<file path="src/rtl/fetch_controller.sv">
// Instruction-fetch sequencer: owns the PC, drives a one-cycle-latency
// instruction memory and hands {instr, pc, pc+4} to decode through a skid buffer.
module fetch_controller #(
  parameter int                  PC_WIDTH   = 9,
  parameter int                  DATA_WIDTH = 32,
  parameter logic [PC_WIDTH-1:0] RESET_PC   = '0
) (
  input  logic                  clk,
  input  logic                  reset,
  output logic [PC_WIDTH-1:0]   mem_addr,
  output logic                  mem_rd_en,
  input  logic [DATA_WIDTH-1:0] mem_dout,
  input  logic                  redirect_valid,
  input  logic [PC_WIDTH-1:0]   redirect_pc,
  output logic                  out_valid,
  input  logic                  out_ready,
  output logic [DATA_WIDTH-1:0] out_instr,
  output logic [PC_WIDTH-1:0]   out_pc,
  output logic [PC_WIDTH-1:0]   out_next_pc
);

  function automatic logic [PC_WIDTH-1:0] pc_plus4(input logic [PC_WIDTH-1:0] pc);
    return pc + PC_WIDTH'(4);
  endfunction

  logic [PC_WIDTH-1:0]   fetch_pc;
  logic                  pend;
  logic [PC_WIDTH-1:0]   pend_pc;
  logic                  buf_valid;
  logic [DATA_WIDTH-1:0] buf_instr;
  logic [PC_WIDTH-1:0]   buf_pc;

  logic fire;
  logic issue;

  // Output select: buffered word takes precedence over the word returning from memory.
  always_comb begin
    out_valid = (buf_valid | pend) & ~redirect_valid & ~reset;
    out_instr = '0;
    out_pc    = '0;
    if (out_valid) begin
      if (buf_valid) begin
        out_instr = buf_instr;
        out_pc    = buf_pc;
      end else begin
        out_instr = mem_dout;
        out_pc    = pend_pc;
      end
    end
    out_next_pc = pc_plus4(out_pc);
  end

  // A new read may start only when the current holder leaves or nothing is held.
  always_comb begin
    fire      = out_valid & out_ready;
    issue     = ~reset & ~redirect_valid & (fire | (~buf_valid & ~pend));
    mem_rd_en = issue;
    mem_addr  = fetch_pc;
  end

  always_ff @(posedge clk) begin
    if (reset) begin
      fetch_pc  <= RESET_PC;
      pend      <= 1'b0;
      pend_pc   <= '0;
      buf_valid <= 1'b0;
      buf_instr <= '0;
      buf_pc    <= '0;
    end else if (redirect_valid) begin
      fetch_pc  <= redirect_pc;
      pend      <= 1'b0;
      buf_valid <= 1'b0;
    end else begin
      pend <= issue;
      if (issue) begin
        pend_pc  <= fetch_pc;
        fetch_pc <= pc_plus4(fetch_pc);
      end
      // Returning data that decode did not take is parked until it fires.
      if (pend && !fire) begin
        buf_valid <= 1'b1;
        buf_instr <= mem_dout;
        buf_pc    <= pend_pc;
      end else if (buf_valid && fire) begin
        buf_valid <= 1'b0;
      end
    end
  end

endmodule

</file>
<file path="config.mk">
export PLATFORM = sky130hd
export DESIGN_NAME = fetch_controller
export DESIGN_NICKNAME = d
export VERILOG_FILES = /design/src/rtl/fetch_controller.sv
export SDC_FILE = /design/constraint.sdc
export NUM_CORES = 1
export LEC_CHECK = 0
export ABC_CLOCK_PERIOD_IN_PS = 1500
export BUFFER_PORTS_ARGS = -buffer_cell sky130_fd_sc_hd__clkbuf_2
export CAP_MARGIN = 5
export CORE_UTILIZATION = 35
export DETAILED_ROUTE_END_ITERATION = 16
export PLACE_DENSITY_LB_ADDON = 0.15
export SLEW_MARGIN = 10
export SYNTH_ARGS = -nofsm -noshare
export SYNTH_HDL_FRONTEND = slang
export SYNTH_SLANG_ARGS = --single-unit
</file>
<file path="constraint.sdc">
create_clock -name clk -period 1.5 [get_ports clk]
set_input_delay 0.075 -clock clk [delete_from_list [all_inputs] [get_ports clk]]
set_output_delay 0.075 -clock clk [all_outputs]
set_load 0.02 [all_outputs]
</file>
==> results of run 1 <==
[power groups by stage]
| stage | Sequential (mW) | Clock [mW] | Combinational [mW] |
|---|---|---|---|
| 2_1_floorplan | 1.77 | 0 | 0.261 |
| 3_3_place_gp | 1.76 | 0 | 0.490 |
| 3_5_place_dp | 1.76 | 0 | 0.496 |
| 4_1_cts | 1.72 | 1.50 | 0.629 |
| 5_1_grt | 1.73 | 1.59 | 0.705 |
| 6_report | 1.72 | 1.46 | 0.645 |
[state kept, by name, summed over array words and instances, names as in the netlist]
register   flops
mem_addr       9
pend_pc        9
buf_pc         9
buf_valid      1
buf_instr     32
pend           1
[area by class of cell]
| type | count | area, µm² |
|---|---|---|
| multi-input combinational | 288 | 1780 |
| clock buffer | 12 | 145 |
| tap | 105 | 131 |
| sequential | 61 | 1230 |
| inverter | 7 | 28.8 |
| clock inverter | 4 | 47.5 |
| timing repair buffer | 204 | 1650 |
| fill | 744 | 3290 |
[cell families after synthesis]
| logic type | after synthesis | synth area share (%) |
|---|---|---|
| multiplexers | 47 | 15.7 |
| adder cells (fa/ha/maj) | 2 | 0.824 |
| flip-flops | 61 | 40.2 |
| buffers and inverters | 38 | 5.81 |
| AND/OR/NAND/NOR | 166 | 23.4 |
| XOR/XNOR | 8 | 2.31 |
| AO/OA/AOI/OAI | 65 | 11.8 |
[how the worst max path moves through the flow]
stage | slack (ns) | cells after the start | end | from
finish | -0.47 | 5 | out_next_pc[8] | buf_valid
global route | -0.56 | 8 | out_next_pc[8] | buf_valid
global placement | -0.13 | 8 | out_next_pc[8] | buf_valid
floorplan | -0.12 | 7 | out_next_pc[8] | buf_valid
CTS | -0.46 | 6 | out_next_pc[8] | buf_valid
detailed placement | -0.20 | 8 | out_next_pc[8] | buf_valid
[layer usage]
layer | track usage (%) | share of wire, % | wire, µm | vias to the layer above
li1 | - | - | - | 1642
met1 | 23.4 | 44 | 4000 | 1481
met2 | 35.8 | 51 | 4600 | 64
met3 | 5.82 | 4.0 | 361 | 11
met4 | 8.21 | 1.2 | 107 | 0
met5 | 0 | 0 | 0 | -
[critical path: cells and delay by family (launching register included)]
family	cells	cell delay, ns
multiplexers	2	0.66
flip-flops	1	0.42
AND/OR/NAND/NOR	1	0.12
buffers and inverters	2	0.34
[layout by cell type (no fill, tap or decap), types with 2 or more instances in the layout]
cell type and count:
buf_6 14, dlygate4sd3_1 38, xor2_1 2, buf_8 3, a21oi_1 45, xnor2_1 4, a21oi_2 2, clkinv_2 2
o21ai_1 7, o21ai_2 2, mux2_4 3, mux2i_2 2, nand2b_1 9, mux2i_1 40, o21a_1 4, clkbuf_2 88
nand2_2 4, nor2_1 42, clkbuf_4 3, nand4_1 5, clkbuf_8 16, buf_12 6, nand2_1 92, nand3b_1 3
buf_4 43, inv_1 5, clkbuf_1 2, clkbuf_16 2, dfxtp_1 59
[timing repair]
item	CTS	global route
endpoints found under the hold margin	38	0
resized for setup	66	30
pin swaps	14	5
cloned	1	2
buffers inserted	13	4
endpoints found under the setup margin	51	67
hold buffers	38	0
==> summary.md, run 1 <==
| Metric | Value |
|---|---|
| Outcome | finished, violations left |
| Violated checks | negative setup slack |
| Final non-filler cell total | 681 |
| Post-DP Area | 3990 µm² |
| Syn. warnings | 0 |
| Reg2reg end | mem_addr[2] |
| Clock Latency Late Sink | about 0.35 ns |
| Sequential share of the synthesized area | 40.2% |
| DRC errors left | 0 |
| RSZ-0062 raised after global routing | true |
| Starting Density | between 30% and 40% |
| Util after Layout | 60.4% |
| CTS sink cnt | 61 |
| Vias per Instance | between 4 and 5 |
| Internal power | 2.82 mW |
| Clock Root Buffer | clkbuf_8 |
| Diodes inserted | 0 |
| Power Dens Cells | 764 nW/µm² |
| Pre-antenna DRT Iters | 5 |
| Cell count after synthesis | 387 |
| Top cells by count, synth | nand2_1 (96), dfxtp_1 (61), a21oi_1 (47) |
| Fin Setup TNS | -7.02 ns |
| Maximum Capacitance Violations | 0 |
| Worst slew pin tran | approximately 0.6 ns |
| Rows | 33 |
| Max incr delay on CP | ~0.42 ns |
| DP Cell Count | 614 |
| Nets@finish | 618 |
| Vias | ~3200 |
| Final hold slack | between 0.03 and 0.04 ns |
| Clock H-tree levels | 3 |
| Final Power | approximately 3.8 mW |
| Peak Freq | 0.508 GHz |
| Initial antenna violation count | 0 |
| Fin. Hold Viols | 0 |
| Yosys cell types | 33 |
| Hpwl dp | 5.63 mm |
| Vias in the first global route | 3138 |
| Crit path arrival time | 1.89 ns |
| GRT Residual Overflow | 0 |
| Setup Viol. Count Final | 54 |
| Worst setup margin | -0.469 ns |
| Post-synth EDFFs | 0 |
| Hold Path Origin | redirect_pc[5] |
| Core Box Area | roughly 8300 µm² |
| Reg2reg start | buf_valid |
| Max_slew headroom | 59.7% |
| I/O Buffers | 105 |
| Worst Hold End | mem_addr[5] |
| Post-synth top area cell | dfxtp_1 |
| CP max-delay cell | dfxtp_4 |
| Register share of total power | 45.0% |
| IO Count | 106 |
| Clock transition at path regs | approximately 0.070 ns |
| IR Drop Worst-Case VDD | around 0.6 mV |
| Fin area | 5010 µm² |
| Total Wirelength | approximately 9 mm |
| Reg2Reg Depth | 9 |
| Slew Viols, Final | 0 |
| Startpoint types | register |
| Gate power share | approximately 17% |
| Max FO, Critical Path | 7 |
| Sw Ratio | 26.3% |
| Pre-CTS setup slack | -0.201 ns |
| Worst endpoint required time | about 1.4 ns |
| Lkg Pwr | approximately 2.2 nW |
| DR iter-0 viols | 39 |
| Ys async rst share | 0% |
| Largest net degree at the start of global routing | a little under 60 |
| Fin crit share | 131% |
| R2R Setup Slk | -0.05 ns |
| First-pass GRT wire length | ~14 mm |
| Die width | between 90 and 100 µm |
| Avg Cell Area, Syn | 7.84 µm² |
| Final ANT Viol Nets | 0 |
| Worst path cell trace | buf_4 -> mux2_2 -> nand4_1 -> mux2_4 -> clkbuf_8 |
| Vert. Die Dim | 95.1 µm |
| Total global-route track usage | 20.5% |
| Die ar. | a little over 9000 µm² |
| Wire per inst | 13.3 µm |
| Clock network fraction of design power | roughly two fifths |
| Most repeated cell in the gate-level netlist after synthesis | nand2_1 |
| Ys flop type | dfxtp_1 |
| Final Skew | between 0.01 and 0.015 ns |
| Period minus WS final | 1.97 ns |
| Clock buffer depth | 2 |
| Hold Crit Class | input pin to register |
| RD Place Congestion | 0.774 |
| P_sw | just over 1 mW |
| Setup Crit Path Kind | register to output port |
| Share of post-route cells with drive strength above 1 | 37.3% |
| Flops & latches, synth | 61 |
| Top post-synthesis cells by area | dfxtp_1 (40%), mux2i_1 (14%), nand2_1 (12%) |
| Post-synth top area share | around 40% |
| Synthesized cell area | 3040 µm² |
| Syn_nets | 434 |
| Area growth, synth to finish | 65.1% |
| Crit. End Element | output port |
| CTS tree | done |
| Clock buffer count from CTS | 9 |
| Hold Path Cell Cnt | 4 |
Power figures use the tool's default switching activity.
==> run 2, diff against run 1 <==
- ABC_CLOCK_PERIOD_IN_PS: 1500 -> 2000
- SETUP_SLACK_MARGIN: default -> 0.05
- clock period: 1.5 -> 2 ns (I/O delays scaled with it)
==> summary.md, run 2 (synthesis gave the netlist of run 1 again) <==
| Metric | Value |
|---|---|
| Die width | approximately 95 µm |
| Util after Layout | between 50 and 60% |
| Crit. End Element | output port |
| R2R Setup Slk | 0.56 ns |
| Reg2Reg Depth | 5 |
| Clock buffer count from CTS | 9 |
| Clock buffer depth | 2 |
| Initial antenna violation count | 0 |
| Total Wirelength | between 7 and 8 mm |
| Worst endpoint required time | 1.90 ns |
| Startpoint types | register |
| Outcome | finished, violations left |
| Lkg Pwr | 1.80 nW |
| Vias in the first global route | 2743 |
| Met1 usage | a little over a fifth |
| Area of the multi-input gates | approximately 1700 µm² |
| Clock transition at path regs | 0.06 ns |
| Leading cell types in the layout, fill and taps excluded | clkbuf_2 (102), nand2_1 (95), dfxtp_1 (58), a21oi_1 (46), nor2_1 (43) |
| Fin area | between 4000 and 5000 µm² |
| DRC errors left | 0 |
| Most common cell after layout, fill and taps aside | clkbuf_2 |
| Wire per inst | 12.5 µm |
| Crit path arrival time | 1.91 ns |
| FF+latch area | 1230 µm² |
| Post-DP Area | 3660 µm² |
| Clock Root Buffer | clkbuf_8 |
| Final Power | 2.78 mW |
| Area growth, synth to finish | 41.6% |
| RSZ-0062 raised after global routing | true |
| IO Count | between 100 and 150 |
| Reg2reg end | mem_addr[3] |
| Setup Crit Path Kind | register to output port |
| Max_slew headroom | 71.7% |
| Setup Viol. Count Final | 1 |
| GR Util met2 | 31.1% |
| Rows | 33 |
| First-pass GRT wire length | 12.4 mm |
| Worst slew pin tran | 0.424 ns |
| Fin. Hold Viols | 0 |
| CTS sink cnt | 61 |
| Largest net degree at the start of global routing | 42 |
| Clock Latency Late Sink | 0.33 ns |
| I/O Buffers | about 110 |
| RD Place Congestion | 0.807 |
| Vias | 2924 |
| Slew Viols, Final | 0 |
| FILL cells | 821 |
| Clock H-tree levels | 3 |
| Pre-antenna DRT Iters | 4 |
| Maximum Capacitance Violations | 0 |
| Worst setup margin | -0.00971 ns |
| Busiest grt layer | met2 |
| GRT Residual Overflow | 0 |
| Top reg by flops | buf_instr |
| Share of post-route cells with drive strength above 1 | 30.5% |
| IR Drop Worst-Case VDD | 0.456 mV |
| Core Box Area | 8300 µm² |
| Hpwl dp | 5.27 mm |
| Vias per Instance | ~4.7 |
| Violated checks | negative setup slack |
| DR iter-0 viols | 66 |
| Diodes inserted | 0 |
| Final ANT Viol Nets | 0 |
| Reg2reg start | buf_valid |
| Final Skew | 0.00784 ns |
| Nets@finish | 566 |
| Critical Path Start | buf_valid |
| Number of flip-flops in the largest register | 32 |
| Total global-route track usage | 17.6% |
| Peak Freq | about 0.5 GHz |
| Power Dens Cells | 648 nW/µm² |
| Period minus WS final | 2.01 ns |
| Max FO, Critical Path | 7 |
| Starting Density | 36.6% |
| Vert. Die Dim | 95.1 µm |
| Fin crit share | 100% |
| CTS tree | done |
| Hold Crit Class | input pin to register |
| Die ar. | 9050 µm² |
| Met3 Use GR | 3.99% |
| Crit path to | out_next_pc[8] |
| Pre-CTS setup slack | 0.146 ns |
==> run 2: through the flow <==
step	setup TNS, ns	hold slack (ns)	cells
2_1_floorplan	0	0.172	387
3_3_place_gp	0	0.305	576
3_5_place_dp	0	0.304	576
4_1_cts	-0.0591	0.000810	623
5_1_grt	-0.110	0.0102	627
6_report	-0.00971	0.0134	627
==> run 2: how the worst min path moves through the flow <==
stage                 startpoint             to  slack, ns  depth (start not counted)
floorplan              out_ready      buf_valid       0.17                          1
global placement       out_ready      buf_valid       0.31                          2
detailed placement     out_ready      buf_valid       0.30                          2
CTS                 mem_dout[31]  buf_instr[31]     0.0008                          3
finish               mem_dout[4]   buf_instr[4]       0.01                          3
global route         mem_dout[4]   buf_instr[4]       0.01                          3
==> run 2: power by group <==
part | leakage [nW] | switching (mW) | total, mW | internal (mW)
registers | 0.498 | 0.0426 | 1.30 | 1.26
clock network | 0.102 | 0.443 | 1.11 | 0.665
logic | 1.20 | 0.197 | 0.376 | 0.180
total | 1.80 | 0.682 | 2.78 | 2.10
==> run 2: timing repair <==
| item | CTS | global route |
|---|---|---|
| hold endpoints to repair | 30 | 0 |
| setup buffers | 3 | 4 |
| endpoints found under the setup margin | 6 | 33 |
| pin swaps | 2 | 5 |
| hold buffers | 30 | 0 |
| gates resized for setup | 8 | 20 |
==> run 2: worst max-delay path, stage by stage, from the launching register on <==
cell and delay [ns]:
dfxtp_4 0.39, buf_6 0.14, nand3b_4 0.17, a211oi_4 0.28, nand4_1 0.15, mux2_4 0.33, buf_6 0.13
==> run 2: per-layer routing <==
| metal | share of wire (%) | vias up | routed length, µm |
|---|---|---|---|
| li1 | - | 1531 | - |
| met1 | 46 | 1317 | 3620 |
| met2 | 48 | 65 | 3790 |
| met3 | 4.0 | 11 | 311 |
| met4 | 1.4 | 0 | 107 |
| met5 | 0 | - | 0 |
==> run 2: cell type report <==
cell class | count | share of cell area, %
Clock buffer | 13 | 3.93
Clock inverter | 1 | 0.699
Inverter | 7 | 0.611
Multi-Input combinational cell | 288 | 40.0
Sequential cell | 61 | 28.6
Tap cell | 105 | 3.06
Timing Repair Buffer | 152 | 23.1
